**src/rtl/mc_ctrl_if.sv**
```systemverilog
// Memory handshake bundle between the multi-cycle controller and the
// instruction/data memories.
interface mc_ctrl_if;
    logic imem_req;
    logic imem_ready;
    logic dmem_req;
    logic dmem_ready;
    logic MemWrite;

    modport master (
        output imem_req,
        input  imem_ready,
        output dmem_req,
        input  dmem_ready,
        output MemWrite
    );

    modport slave (
        input  imem_req,
        output imem_ready,
        input  dmem_req,
        output dmem_ready,
        input  MemWrite
    );
endinterface

```
**src/rtl/mc_ctrl.sv**
```systemverilog
// Multi-cycle RV32I controller: sequences IF/ID/EX/MEM/WB over a shared datapath,
// waits on req/ready memories with a bounded timeout, traps on illegal ops.
module mc_ctrl #(
    parameter int unsigned MEM_TIMEOUT = 16,
    parameter int unsigned CNT_W       = 32
) (
    input  logic             clk,
    input  logic             rstn,
    input  logic [6:0]       Op,
    input  logic [6:0]       Funct7,
    input  logic [2:0]       Funct3,
    input  logic             br_take,
    mc_ctrl_if.master        mem,
    output logic             IRWrite,
    output logic             PCWrite,
    output logic [2:0]       NPCOp,
    output logic             RegWrite,
    output logic [1:0]       WDSel,
    output logic             ALUSrc,
    output logic [5:0]       EXTOp,
    output logic [4:0]       ALUOp,
    output logic             trap,
    output logic [1:0]       trap_cause,
    output logic [CNT_W-1:0] instret,
    output logic [2:0]       state
);

    typedef enum logic [2:0] {
        S_IDLE = 3'd0,
        S_IF   = 3'd1,
        S_ID   = 3'd2,
        S_EX   = 3'd3,
        S_MEM  = 3'd4,
        S_WB   = 3'd5,
        S_TRAP = 3'd6
    } state_t;

    localparam logic [6:0] OP_R     = 7'b0110011;
    localparam logic [6:0] OP_I     = 7'b0010011;
    localparam logic [6:0] OP_LOAD  = 7'b0000011;
    localparam logic [6:0] OP_STORE = 7'b0100011;
    localparam logic [6:0] OP_BR    = 7'b1100011;
    localparam logic [6:0] OP_LUI   = 7'b0110111;
    localparam logic [6:0] OP_JAL   = 7'b1101111;
    localparam logic [6:0] OP_JALR  = 7'b1100111;

    localparam logic [4:0] ALU_LUI  = 5'b00001;
    localparam logic [4:0] ALU_ADD  = 5'b00011;
    localparam logic [4:0] ALU_SUB  = 5'b00100;
    localparam logic [4:0] ALU_BNE  = 5'b00101;
    localparam logic [4:0] ALU_BLT  = 5'b00110;
    localparam logic [4:0] ALU_BGE  = 5'b00111;
    localparam logic [4:0] ALU_BLTU = 5'b01000;
    localparam logic [4:0] ALU_BGEU = 5'b01001;
    localparam logic [4:0] ALU_SLT  = 5'b01010;
    localparam logic [4:0] ALU_SLTU = 5'b01011;
    localparam logic [4:0] ALU_XOR  = 5'b01100;
    localparam logic [4:0] ALU_OR   = 5'b01101;
    localparam logic [4:0] ALU_AND  = 5'b01110;
    localparam logic [4:0] ALU_SLL  = 5'b01111;
    localparam logic [4:0] ALU_SRL  = 5'b10000;
    localparam logic [4:0] ALU_SRA  = 5'b10001;

    localparam logic [2:0] NPC_PLUS4  = 3'b000;
    localparam logic [2:0] NPC_BRANCH = 3'b001;
    localparam logic [2:0] NPC_JUMP   = 3'b010;
    localparam logic [2:0] NPC_JALR   = 3'b100;

    localparam logic [5:0] EXT_SHAMT = 6'b100000;
    localparam logic [5:0] EXT_I     = 6'b010000;
    localparam logic [5:0] EXT_S     = 6'b001000;
    localparam logic [5:0] EXT_B     = 6'b000100;
    localparam logic [5:0] EXT_U     = 6'b000010;
    localparam logic [5:0] EXT_J     = 6'b000001;

    localparam int unsigned TMO_W = (MEM_TIMEOUT > 1) ? $clog2(MEM_TIMEOUT + 1) : 1;

    state_t             state_q, state_d;
    logic [1:0]         cause_q, cause_d;
    logic [CNT_W-1:0]   instret_q, instret_d;
    logic [TMO_W-1:0]   tmo_q, tmo_d;

    logic       legal, is_br, is_jal, is_jalr, is_lw, is_sw;
    logic [4:0] alu_dec;
    logic [5:0] ext_dec;
    logic       alusrc_dec;
    logic       retire;
    logic       tmo_hit;

    // Shared R/I arithmetic table; alt selects sub/sra over add/srl.
    function automatic logic [4:0] alu_fn(input logic [2:0] f3, input logic alt);
        case (f3)
            3'b000:  return alt ? ALU_SUB : ALU_ADD;
            3'b001:  return ALU_SLL;
            3'b010:  return ALU_SLT;
            3'b011:  return ALU_SLTU;
            3'b100:  return ALU_XOR;
            3'b101:  return alt ? ALU_SRA : ALU_SRL;
            3'b110:  return ALU_OR;
            default: return ALU_AND;
        endcase
    endfunction

    always_comb begin
        legal      = 1'b0;
        is_br      = 1'b0;
        is_jal     = 1'b0;
        is_jalr    = 1'b0;
        is_lw      = 1'b0;
        is_sw      = 1'b0;
        alu_dec    = '0;
        ext_dec    = '0;
        alusrc_dec = 1'b0;
        case (Op)
            OP_R: begin
                legal   = (Funct7 == 7'b0000000) ||
                          (Funct7 == 7'b0100000 && (Funct3 == 3'b000 || Funct3 == 3'b101));
                alu_dec = alu_fn(Funct3, Funct7[5]);
            end
            OP_I: begin
                if (Funct3 == 3'b001)      legal = (Funct7 == 7'b0000000);
                else if (Funct3 == 3'b101) legal = (Funct7 == 7'b0000000) || (Funct7 == 7'b0100000);
                else                       legal = 1'b1;
                alu_dec    = alu_fn(Funct3, Funct7[5] && Funct3 == 3'b101);
                ext_dec    = (Funct3 == 3'b001 || Funct3 == 3'b101) ? EXT_SHAMT : EXT_I;
                alusrc_dec = 1'b1;
            end
            OP_LOAD: begin
                legal      = (Funct3 == 3'b010);
                is_lw      = 1'b1;
                alu_dec    = ALU_ADD;
                ext_dec    = EXT_I;
                alusrc_dec = 1'b1;
            end
            OP_STORE: begin
                legal      = (Funct3 == 3'b010);
                is_sw      = 1'b1;
                alu_dec    = ALU_ADD;
                ext_dec    = EXT_S;
                alusrc_dec = 1'b1;
            end
            OP_BR: begin
                legal   = (Funct3[2:1] != 2'b01);
                is_br   = 1'b1;
                ext_dec = EXT_B;
                case (Funct3)
                    3'b000:  alu_dec = ALU_SUB;
                    3'b001:  alu_dec = ALU_BNE;
                    3'b100:  alu_dec = ALU_BLT;
                    3'b101:  alu_dec = ALU_BGE;
                    3'b110:  alu_dec = ALU_BLTU;
                    default: alu_dec = ALU_BGEU;
                endcase
            end
            OP_LUI: begin
                legal      = 1'b1;
                alu_dec    = ALU_LUI;
                ext_dec    = EXT_U;
                alusrc_dec = 1'b1;
            end
            OP_JAL: begin
                legal   = 1'b1;
                is_jal  = 1'b1;
                ext_dec = EXT_J;
            end
            OP_JALR: begin
                legal      = (Funct3 == 3'b000);
                is_jalr    = 1'b1;
                alu_dec    = ALU_ADD;
                ext_dec    = EXT_I;
                alusrc_dec = 1'b1;
            end
            default: legal = 1'b0;
        endcase
    end

    // The limit is reached on the wait cycle that would bring the count to MEM_TIMEOUT.
    assign tmo_hit = (MEM_TIMEOUT != 0) && ((32'(tmo_q) + 32'd1) >= MEM_TIMEOUT);

    always_comb begin
        state_d      = state_q;
        cause_d      = cause_q;
        tmo_d        = '0;
        retire       = 1'b0;
        mem.imem_req = 1'b0;
        mem.dmem_req = 1'b0;
        mem.MemWrite = 1'b0;
        IRWrite      = 1'b0;
        PCWrite      = 1'b0;
        NPCOp        = NPC_PLUS4;
        RegWrite     = 1'b0;
        WDSel        = 2'b00;
        ALUSrc       = 1'b0;
        EXTOp        = '0;
        ALUOp        = '0;
        case (state_q)
            S_IDLE: state_d = S_IF;
            S_IF: begin
                mem.imem_req = 1'b1;
                if (mem.imem_ready) begin
                    IRWrite = 1'b1;
                    PCWrite = 1'b1;
                    state_d = S_ID;
                end else if (tmo_hit) begin
                    state_d = S_TRAP;
                    cause_d = 2'b10;
                end else begin
                    tmo_d = tmo_q + TMO_W'(1);
                end
            end
            S_ID: begin
                if (legal) begin
                    state_d = S_EX;
                end else begin
                    state_d = S_TRAP;
                    cause_d = 2'b01;
                end
            end
            S_EX: begin
                ALUOp  = alu_dec;
                EXTOp  = ext_dec;
                ALUSrc = alusrc_dec;
                if (is_br) begin
                    PCWrite = br_take;
                    NPCOp   = NPC_BRANCH;
                    retire  = 1'b1;
                    state_d = S_IF;
                end else if (is_jal) begin
                    PCWrite = 1'b1;
                    NPCOp   = NPC_JUMP;
                    state_d = S_WB;
                end else if (is_jalr) begin
                    PCWrite = 1'b1;
                    NPCOp   = NPC_JALR;
                    state_d = S_WB;
                end else if (is_lw || is_sw) begin
                    state_d = S_MEM;
                end else begin
                    state_d = S_WB;
                end
            end
            S_MEM: begin
                mem.dmem_req = 1'b1;
                mem.MemWrite = is_sw;
                if (mem.dmem_ready) begin
                    retire  = is_sw;
                    state_d = is_sw ? S_IF : S_WB;
                end else if (tmo_hit) begin
                    state_d = S_TRAP;
                    cause_d = 2'b11;
                end else begin
                    tmo_d = tmo_q + TMO_W'(1);
                end
            end
            S_WB: begin
                RegWrite = 1'b1;
                if (is_lw)                 WDSel = 2'b01;
                else if (is_jal || is_jalr) WDSel = 2'b10;
                retire  = 1'b1;
                state_d = S_IF;
            end
            S_TRAP: state_d = S_TRAP;
            default: state_d = S_IDLE;
        endcase
        instret_d = retire ? instret_q + CNT_W'(1) : instret_q;
    end

    always_ff @(posedge clk or negedge rstn) begin
        if (!rstn) begin
            state_q   <= S_IDLE;
            cause_q   <= 2'b00;
            instret_q <= '0;
            tmo_q     <= '0;
        end else begin
            state_q   <= state_d;
            cause_q   <= cause_d;
            instret_q <= instret_d;
            tmo_q     <= tmo_d;
        end
    end

    assign trap       = (state_q == S_TRAP);
    assign trap_cause = cause_q;
    assign instret    = instret_q;
    assign state      = state_q;

endmodule

```
**src/flat_wrapper.sv**
```systemverilog
// flat-port wrapper written by rule: the top's interface ports become plain ports
module mc_ctrl_flat 
#(
    parameter int unsigned MEM_TIMEOUT = 16,
    parameter int unsigned CNT_W       = 32
)
  (clk, rstn, Op, Funct7, Funct3, br_take, IRWrite, PCWrite, NPCOp, RegWrite, WDSel, ALUSrc, EXTOp, ALUOp, trap, trap_cause, instret, state, mem_imem_req, mem_imem_ready, mem_dmem_req, mem_dmem_ready, mem_MemWrite);
  mc_ctrl_if mem_i ();
  input  logic clk;
  input  logic rstn;
  input  logic [6:0] Op;
  input  logic [6:0] Funct7;
  input  logic [2:0] Funct3;
  input  logic br_take;
  output logic IRWrite;
  output logic PCWrite;
  output logic [2:0] NPCOp;
  output logic RegWrite;
  output logic [1:0] WDSel;
  output logic ALUSrc;
  output logic [5:0] EXTOp;
  output logic [4:0] ALUOp;
  output logic trap;
  output logic [1:0] trap_cause;
  output logic [CNT_W-1:0] instret;
  output logic [2:0] state;
  output wire logic [$bits(mem_i.imem_req)-1:0] mem_imem_req;
  input wire logic [$bits(mem_i.imem_ready)-1:0] mem_imem_ready;
  output wire logic [$bits(mem_i.dmem_req)-1:0] mem_dmem_req;
  input wire logic [$bits(mem_i.dmem_ready)-1:0] mem_dmem_ready;
  output wire logic [$bits(mem_i.MemWrite)-1:0] mem_MemWrite;
  assign mem_imem_req = mem_i.imem_req;
  assign mem_i.imem_ready = mem_imem_ready;
  assign mem_dmem_req = mem_i.dmem_req;
  assign mem_i.dmem_ready = mem_dmem_ready;
  assign mem_MemWrite = mem_i.MemWrite;
  mc_ctrl #(.MEM_TIMEOUT(MEM_TIMEOUT), .CNT_W(CNT_W)) u_core (.clk(clk), .rstn(rstn), .Op(Op), .Funct7(Funct7), .Funct3(Funct3), .br_take(br_take), .mem(mem_i), .IRWrite(IRWrite), .PCWrite(PCWrite), .NPCOp(NPCOp), .RegWrite(RegWrite), .WDSel(WDSel), .ALUSrc(ALUSrc), .EXTOp(EXTOp), .ALUOp(ALUOp), .trap(trap), .trap_cause(trap_cause), .instret(instret), .state(state));
endmodule
```
**config.mk**
```make
export PLATFORM = sky130hd
export DESIGN_NAME = mc_ctrl_flat
export DESIGN_NICKNAME = d
export VERILOG_FILES = /design/src/rtl/mc_ctrl_if.sv /design/src/rtl/mc_ctrl.sv /design/src/flat_wrapper.sv
export SDC_FILE = /design/constraint.sdc
export NUM_CORES = 1
export LEC_CHECK = 0
export ABC_AREA = 1
export ABC_CLOCK_PERIOD_IN_PS = 3000
export CAP_MARGIN = 20
export CORE_ASPECT_RATIO = 2
export CORE_UTILIZATION = 30
export DETAILED_ROUTE_END_ITERATION = 10
export PLACE_DENSITY = 0.54
export SYNTH_ARGS = -nofsm -noshare
export SYNTH_HDL_FRONTEND = slang
export SYNTH_SLANG_ARGS = --single-unit
```
**constraint.sdc**
```tcl
create_clock -name clk -period 3 [get_ports clk]
set_clock_uncertainty 0.2 [all_clocks]
set_input_delay 0.6 -clock clk [delete_from_list [all_inputs] [get_ports clk]]
set_output_delay 0.6 -clock clk [all_outputs]
set_load 0.01 [all_outputs]
```
* After elaboration in Yosys (flattened, before gate mapping)
Index checks and enable logic that the tools add are counted.
** Word-level totals
- Register bits after elaboration :: 42
- Input bits :: 22
- Output and inout port bits :: 61
** Cells by class
- Add/sub/neg operators :: 3
- Magnitude comparators :: 1
- Equal/unequal tests :: 27
- Muxes and demuxes :: 62
- Reductions and logical operators :: 19
** Operators by type and width (number)
- $pmux 5 s7 :: 2
- $mux 3 :: 14
- $pmux 6 s6 :: 1
- $add 32x1->32 const B :: 1
- $ge 32x5->1 const B :: 1
- $eq 7x6->1 const B :: 4
- $pmux 5 s5 :: 1
- $mux 1 :: 23
- $eq 7x7->1 const B :: 3
- $mux 5 :: 4
- $pmux 4 s5 :: 1
- $eq 3x3->1 const B :: 6
- $pmux 3 s6 :: 1
- $mux 2 :: 8
- $eq 3x2->1 const B :: 4
- $mux 6 :: 2
- $pmux 5 s2 :: 1
- $reduce_or 2->1 :: 4
- $eq 7x2->1 const B :: 1
- $eq 7x5->1 const B :: 1
- $logic_not 7->1 :: 1
- $add 5x1->6 const B :: 1
- $eq 3x1->1 const B :: 2
- $logic_not 3->1 :: 2
- other kinds (13) :: 23

* Depth between registers and ports, before layout
- Depth in word-level cells :: 8
- Mapped depth :: 12
- Depth with buffers taken out :: 12

* Worst setup path after synthesis
No wires, ideal clock.
- Kind :: in2out
- From :: in Op[3]
- To :: out ALUOp[1]
- Data arrival time :: 1622 ps
- Data required time :: 2200 ps
- Path slack :: 578 ps
- Stages on the path :: 7
- Cell sequence :: inv_1 > nand2_1 > nor2_4 > nand3_1 > nor2_1 > o21ai_0 > a41oi_1
** On the way
- Word-level cells in the longest chain between the ends :: 4
- Elaborated cells on any way between the ends :: 10
** RTL lines
- from (decl) :: RTL line flat_wrapper.sv:11 : input logic [6:0] Op;
- $eq 7x2->1 (tied with other cells) :: RTL line mc_ctrl.sv:114 : case (Op)
- $reduce_or 3->1 (no line)
- $pmux 5 s5 (*) :: RTL line mc_ctrl.sv:114
- $mux 5 (*) :: RTL line mc_ctrl.sv:196 : case (state_q)
- to (decl) :: RTL line flat_wrapper.sv:22 : output logic [4:0] ALUOp;
Every way passes the cells marked *; elsewhere a longest branch is shown, timed or not.

* Worst setup path in the final report
- From :: in Op[0]
- To :: out WDSel[1]
** On the way
- Word-level cells in the longest chain between the ends :: 6
- Elaborated cells on any way between the ends :: 10
** RTL lines
- $eq 7x7->1 :: RTL line mc_ctrl.sv:114
- $mux 1 :: RTL line mc_ctrl.sv:114
- $logic_or 1x1->1 :: RTL line mc_ctrl.sv:258 : else if (is_jal || is_jalr) WDSel = 2'b10;
- $mux 2 :: RTL line mc_ctrl.sv:258
- $mux 2 (*) :: RTL line mc_ctrl.sv:257 : if (is_lw) WDSel = 2'b01;
- $mux 2 (*) :: RTL line mc_ctrl.sv:196
- to (decl) :: RTL line flat_wrapper.sv:19 : output logic [1:0] WDSel;
Marks and branches as above.

==> impl_metrics.toml <==
[worst_setup_path]
setup.worst_path.end_class = "primary output"
worstSetupPathType = "in2out"
critical_path_arrival_ns = 2.12
required_ns = 2.20
crit_path_max_fanout = 4
critical_path.startpoint_type = "input port"

[routing]
remaining_design_rule_violation_count = 0
vias = 3449
postRouteAntennaNets = 0
via_per_inst = 4.72
drt-pass1-iter-count = 4
overall_routed_net_length_mm = 10.7
wire_per_inst_um = 14.7
drt-initial-drc-count = 164

[synth]
post-synth-top-count-cell = "sky130_fd_sc_hd__nand2_1"
synth_compound_area_share_pct = 7.86
synth_top_area_share_pct = 34.6
synth.area.top_cells = "sky130_fd_sc_hd__dfrtp_1, sky130_fd_sc_hd__nand2_1, sky130_fd_sc_hd__nor2_1"
synth_enable_flop_cells = 0
synth_top_flop_cell = "sky130_fd_sc_hd__dfrtp_1"
fraction_of_the_mapped_netlist_area_in_simple_logic_gates_pct = 38.8
async_reset_ff_share_pct = 100
part_of_the_yosys_area_used_for_sequential_elements_pct = 34.6
synthesis.area_sq_um = 3040
synth.ff_latch_count = 42
synthXorXnorAreaFrac_pct = 8.60
synth.largest_area_cell = "sky130_fd_sc_hd__dfrtp_1"
synth.top_cells.by_count = "sky130_fd_sc_hd__nand2_1, sky130_fd_sc_hd__nor2_1, sky130_fd_sc_hd__inv_1"
synth_nets = 485
syn_avg_cell_area_sq_um = 6.60
synth_top_family_by_area = "simple AND/OR/NAND/NOR gates"
yosys.area_share.adder_pct = 0.823
synth.distinct_cells = 34
yosys-mux-area-fraction_pct = 0
synthesis.instances = 461
synthesis_warnings = 0

[clock_network]
clk_transition_reported_paths_ns = 0.06
clock-root-buffer = "sky130_fd_sc_hd__clkbuf_16"
insertion_delay_ns = 0.29
cts_tree = "done"
cts_made_buffers = 5
cts_hold_buf = 0
clock_sinks = 42
clk_path_buf_depth = 2
total_number_of_h_tree_levels = 2

[placement]
post-place-ws_ns = -0.389
post-dp-hpwl_mm = 8.84
numPortBuffers = 82
finalWeightedCongestion = 0.972

[grt]
gr-usage-all-layers_pct = 21.7
gr-max-usage-layer = "met2"
grt_pass1_vias = 3552
groute.layer.met3.usage_pct = 2.79
grt_util_met2_pct = 43.5
antenna_found_initial = 0
first_pass_grt_wire_length_mm = 16.8
use_met1_pct = 17.8
grt_max_degree = 43
grt.overflow.total = 0

[sta]
setup-tns-final_ns = 0
final_max_slew_viol_count = 0
report.final.setup_viol = 0
period_needed_ns = 2.92
unrepaired_setup_endpoints_after_global_routing = "yes"
fin_crit_sh_pct = 97.2
final.hold.worst_slack_ns = 0.0384
worst_pin_slew_ns = 0.565
fin_ws_ns = 0.0838
clock.fmax_mhz = 343
total_count_of_hold_check_failures_in_the_final_report = 0
max-slew-margin-rel_pct = 62.0

[power]
static-leakage-power_nw = 2.14
sw_frac_of_total_pct = 35.1
ir_worst_vdd_mv = 0.284
cell_internal_pwr_w = 0.00157
power_switching_w = 0.000847
power_density_nw_per_um2 = 526
sequential_fraction_of_design_power_pct = 31.4
power_frac_clock_pct = 29.7
combinational_cell_fraction_of_total_power_pct = 38.8

[die]
coreArea_sq_um = 9760
die-area_sq_um = 10600
starting_density_pct = 31.2
die_span_in_y_um = 144
placement_rows = 51
die_w_um = 73.2
design.portCount = 83

[final_layout]
n_fill_cell = 1013
layout-drive-gt1-share_pct = 17.9
regArea_sq_um = 1050
finish.net_count = 622
diodes = 0
area.growth.synth_to_final_pct = 50.9
multi_input_area_sq_um = 1740

[min_path]
hold_path.class = "in2async"

[run]
number_of_max_capacitance_violations_reported = 0

[outcome]
outcome = "finished clean"
-- cells by family after synthesis --
| group | after synthesis |
|---|---|
| XOR/XNOR | 29 |
| flip-flops | 42 |
| buffers and inverters | 70 |
| AO/OA/AOI/OAI | 44 |
| AND/OR/NAND/NOR | 273 |
| other | 1 |
| adder cells (fa/ha/maj) | 2 |
-- worst max-delay path, cell delays in order --
cell and delay [ns]:
sky130_fd_sc_hd__clkdlybuf4s50_1 0.49, sky130_fd_sc_hd__nand2_2 0.08, sky130_fd_sc_hd__buf_4 0.15, sky130_fd_sc_hd__nor2_1 0.12
sky130_fd_sc_hd__nand2_2 0.11, sky130_fd_sc_hd__buf_4 0.15, sky130_fd_sc_hd__a21oi_1 0.14, sky130_fd_sc_hd__clkdlybuf4s15_1 0.27
-- path summary, 6_finish.rpt --
| check | start | to | slack [ns] | depth (start not counted) |
|---|---|---|---|---|
| setup / recovery | Op[0] | WDSel[1] | 0.08 | 8 |
| hold / removal | rstn | u_core.instret[5] | 0.04 | 1 |
| setup reg to reg | u_core.instret[0] | u_core.instret[20] | 0.73 | 8 |
| hold reg to reg | u_core.tmo_q[0] | u_core.tmo_q[0] | 0.28 | 1 |
| max in group asynchronous | rstn | u_core.trap_cause[1] | 2.09 | 2 |
| min in group clk | u_core.tmo_q[0] | u_core.tmo_q[0] | 0.28 | 1 |
-- stage by stage --
| step | instances | utilization (%) | cell area, sq um | power (W) |
|---|---|---|---|---|
| 6_report | 731 | 47.0 | 4590 | 0.00241 |
| 4_1_cts | 729 | 47.0 | 4590 | 0.00243 |
| 2_1_floorplan | 461 | - | 3040 | 0.00123 |
| 5_1_grt | 731 | 47.0 | 4590 | 0.00256 |
| 3_5_place_dp | 715 | 44.6 | 4350 | 0.00170 |
| 3_3_place_gp | 715 | 44.6 | 4350 | 0.00170 |
-- flip-flops by register name, summed over array words and instances, names as in the netlist --
name / flops
u_core.instret: 32
u_core.tmo_q: 5
u_core.trap_cause: 2
u_core.state: 3
-- cells in the final DEF, fill, tap and decap left out, types with 2 or more instances in the layout --
| cell type | synthesis | final |
|---|---|---|
| sky130_fd_sc_hd__a21oi_1 | 7 | 7 |
| sky130_fd_sc_hd__inv_1 | 58 | 55 |
| sky130_fd_sc_hd__nor2_1 | 69 | 65 |
| sky130_fd_sc_hd__buf_4 | 2 | 51 |
| sky130_fd_sc_hd__a31oi_1 | 2 | 2 |
| sky130_fd_sc_hd__ha_1 | 2 | 2 |
| sky130_fd_sc_hd__nor3_2 | 2 | 2 |
| sky130_fd_sc_hd__dfrtp_1 | 42 | 42 |
| sky130_fd_sc_hd__clkdlybuf4s50_1 | 0 | 59 |
| sky130_fd_sc_hd__clkbuf_2 | 0 | 8 |
| sky130_fd_sc_hd__dlygate4sd2_1 | 0 | 7 |
| sky130_fd_sc_hd__o21ai_0 | 30 | 29 |
| sky130_fd_sc_hd__nor3_1 | 23 | 23 |
| sky130_fd_sc_hd__clkbuf_16 | 0 | 5 |
| sky130_fd_sc_hd__inv_2 | 6 | 9 |
| sky130_fd_sc_hd__bufinv_16 | 0 | 2 |
| sky130_fd_sc_hd__nand2_2 | 2 | 5 |
| sky130_fd_sc_hd__buf_2 | 2 | 5 |
| sky130_fd_sc_hd__xor2_1 | 22 | 22 |
| sky130_fd_sc_hd__nor2_4 | 2 | 3 |
| sky130_fd_sc_hd__nand2_1 | 137 | 134 |
| sky130_fd_sc_hd__xnor2_1 | 6 | 6 |
| sky130_fd_sc_hd__nand4_1 | 7 | 7 |
| sky130_fd_sc_hd__nor4_1 | 2 | 2 |
| sky130_fd_sc_hd__nand3_1 | 21 | 20 |
| sky130_fd_sc_hd__buf_12 | 0 | 3 |
| sky130_fd_sc_hd__nand3_2 | 4 | 5 |
| sky130_fd_sc_hd__nor2_2 | 1 | 4 |
-- power by group through the flow --
stage / Clock, W / Combinational, W / Sequential, W
after global routing: 0.000762 / 0.00103 / 0.000770
final: 0.000718 / 0.000937 / 0.000759
after detailed placement: 0 / 0.000937 / 0.000765
after floorplan: 0 / 0.000446 / 0.000782
after CTS: 0.000735 / 0.000941 / 0.000757
after global placement: 0 / 0.000929 / 0.000767
-- repair_timing --
item	4_1_cts	5_1_grt
setup endpoints to repair	19	14
gates cloned	0	0
resized for setup	36	31
pin swaps	4	3
setup buffers	6	1
hold endpoints to repair	0	0
-- layout make-up --
type | count | share of cell area [%]
Multi-Input combinational cell | 349 | 38.0
Timing Repair Buffer | 136 | 26.0
Sequential cell | 42 | 22.9
Inverter | 64 | 5.23
Tap cell | 132 | 3.60
Clock buffer | 6 | 3.03
Clock inverter | 2 | 1.31
-- layer usage --
layer	vias up	wire length [um]
met5	-	0
met4	0	844
met3	34	409
met2	108	6160
met1	1582	3300
li1	1725	-
Note: power is estimated with default switching activity, not from simulation.
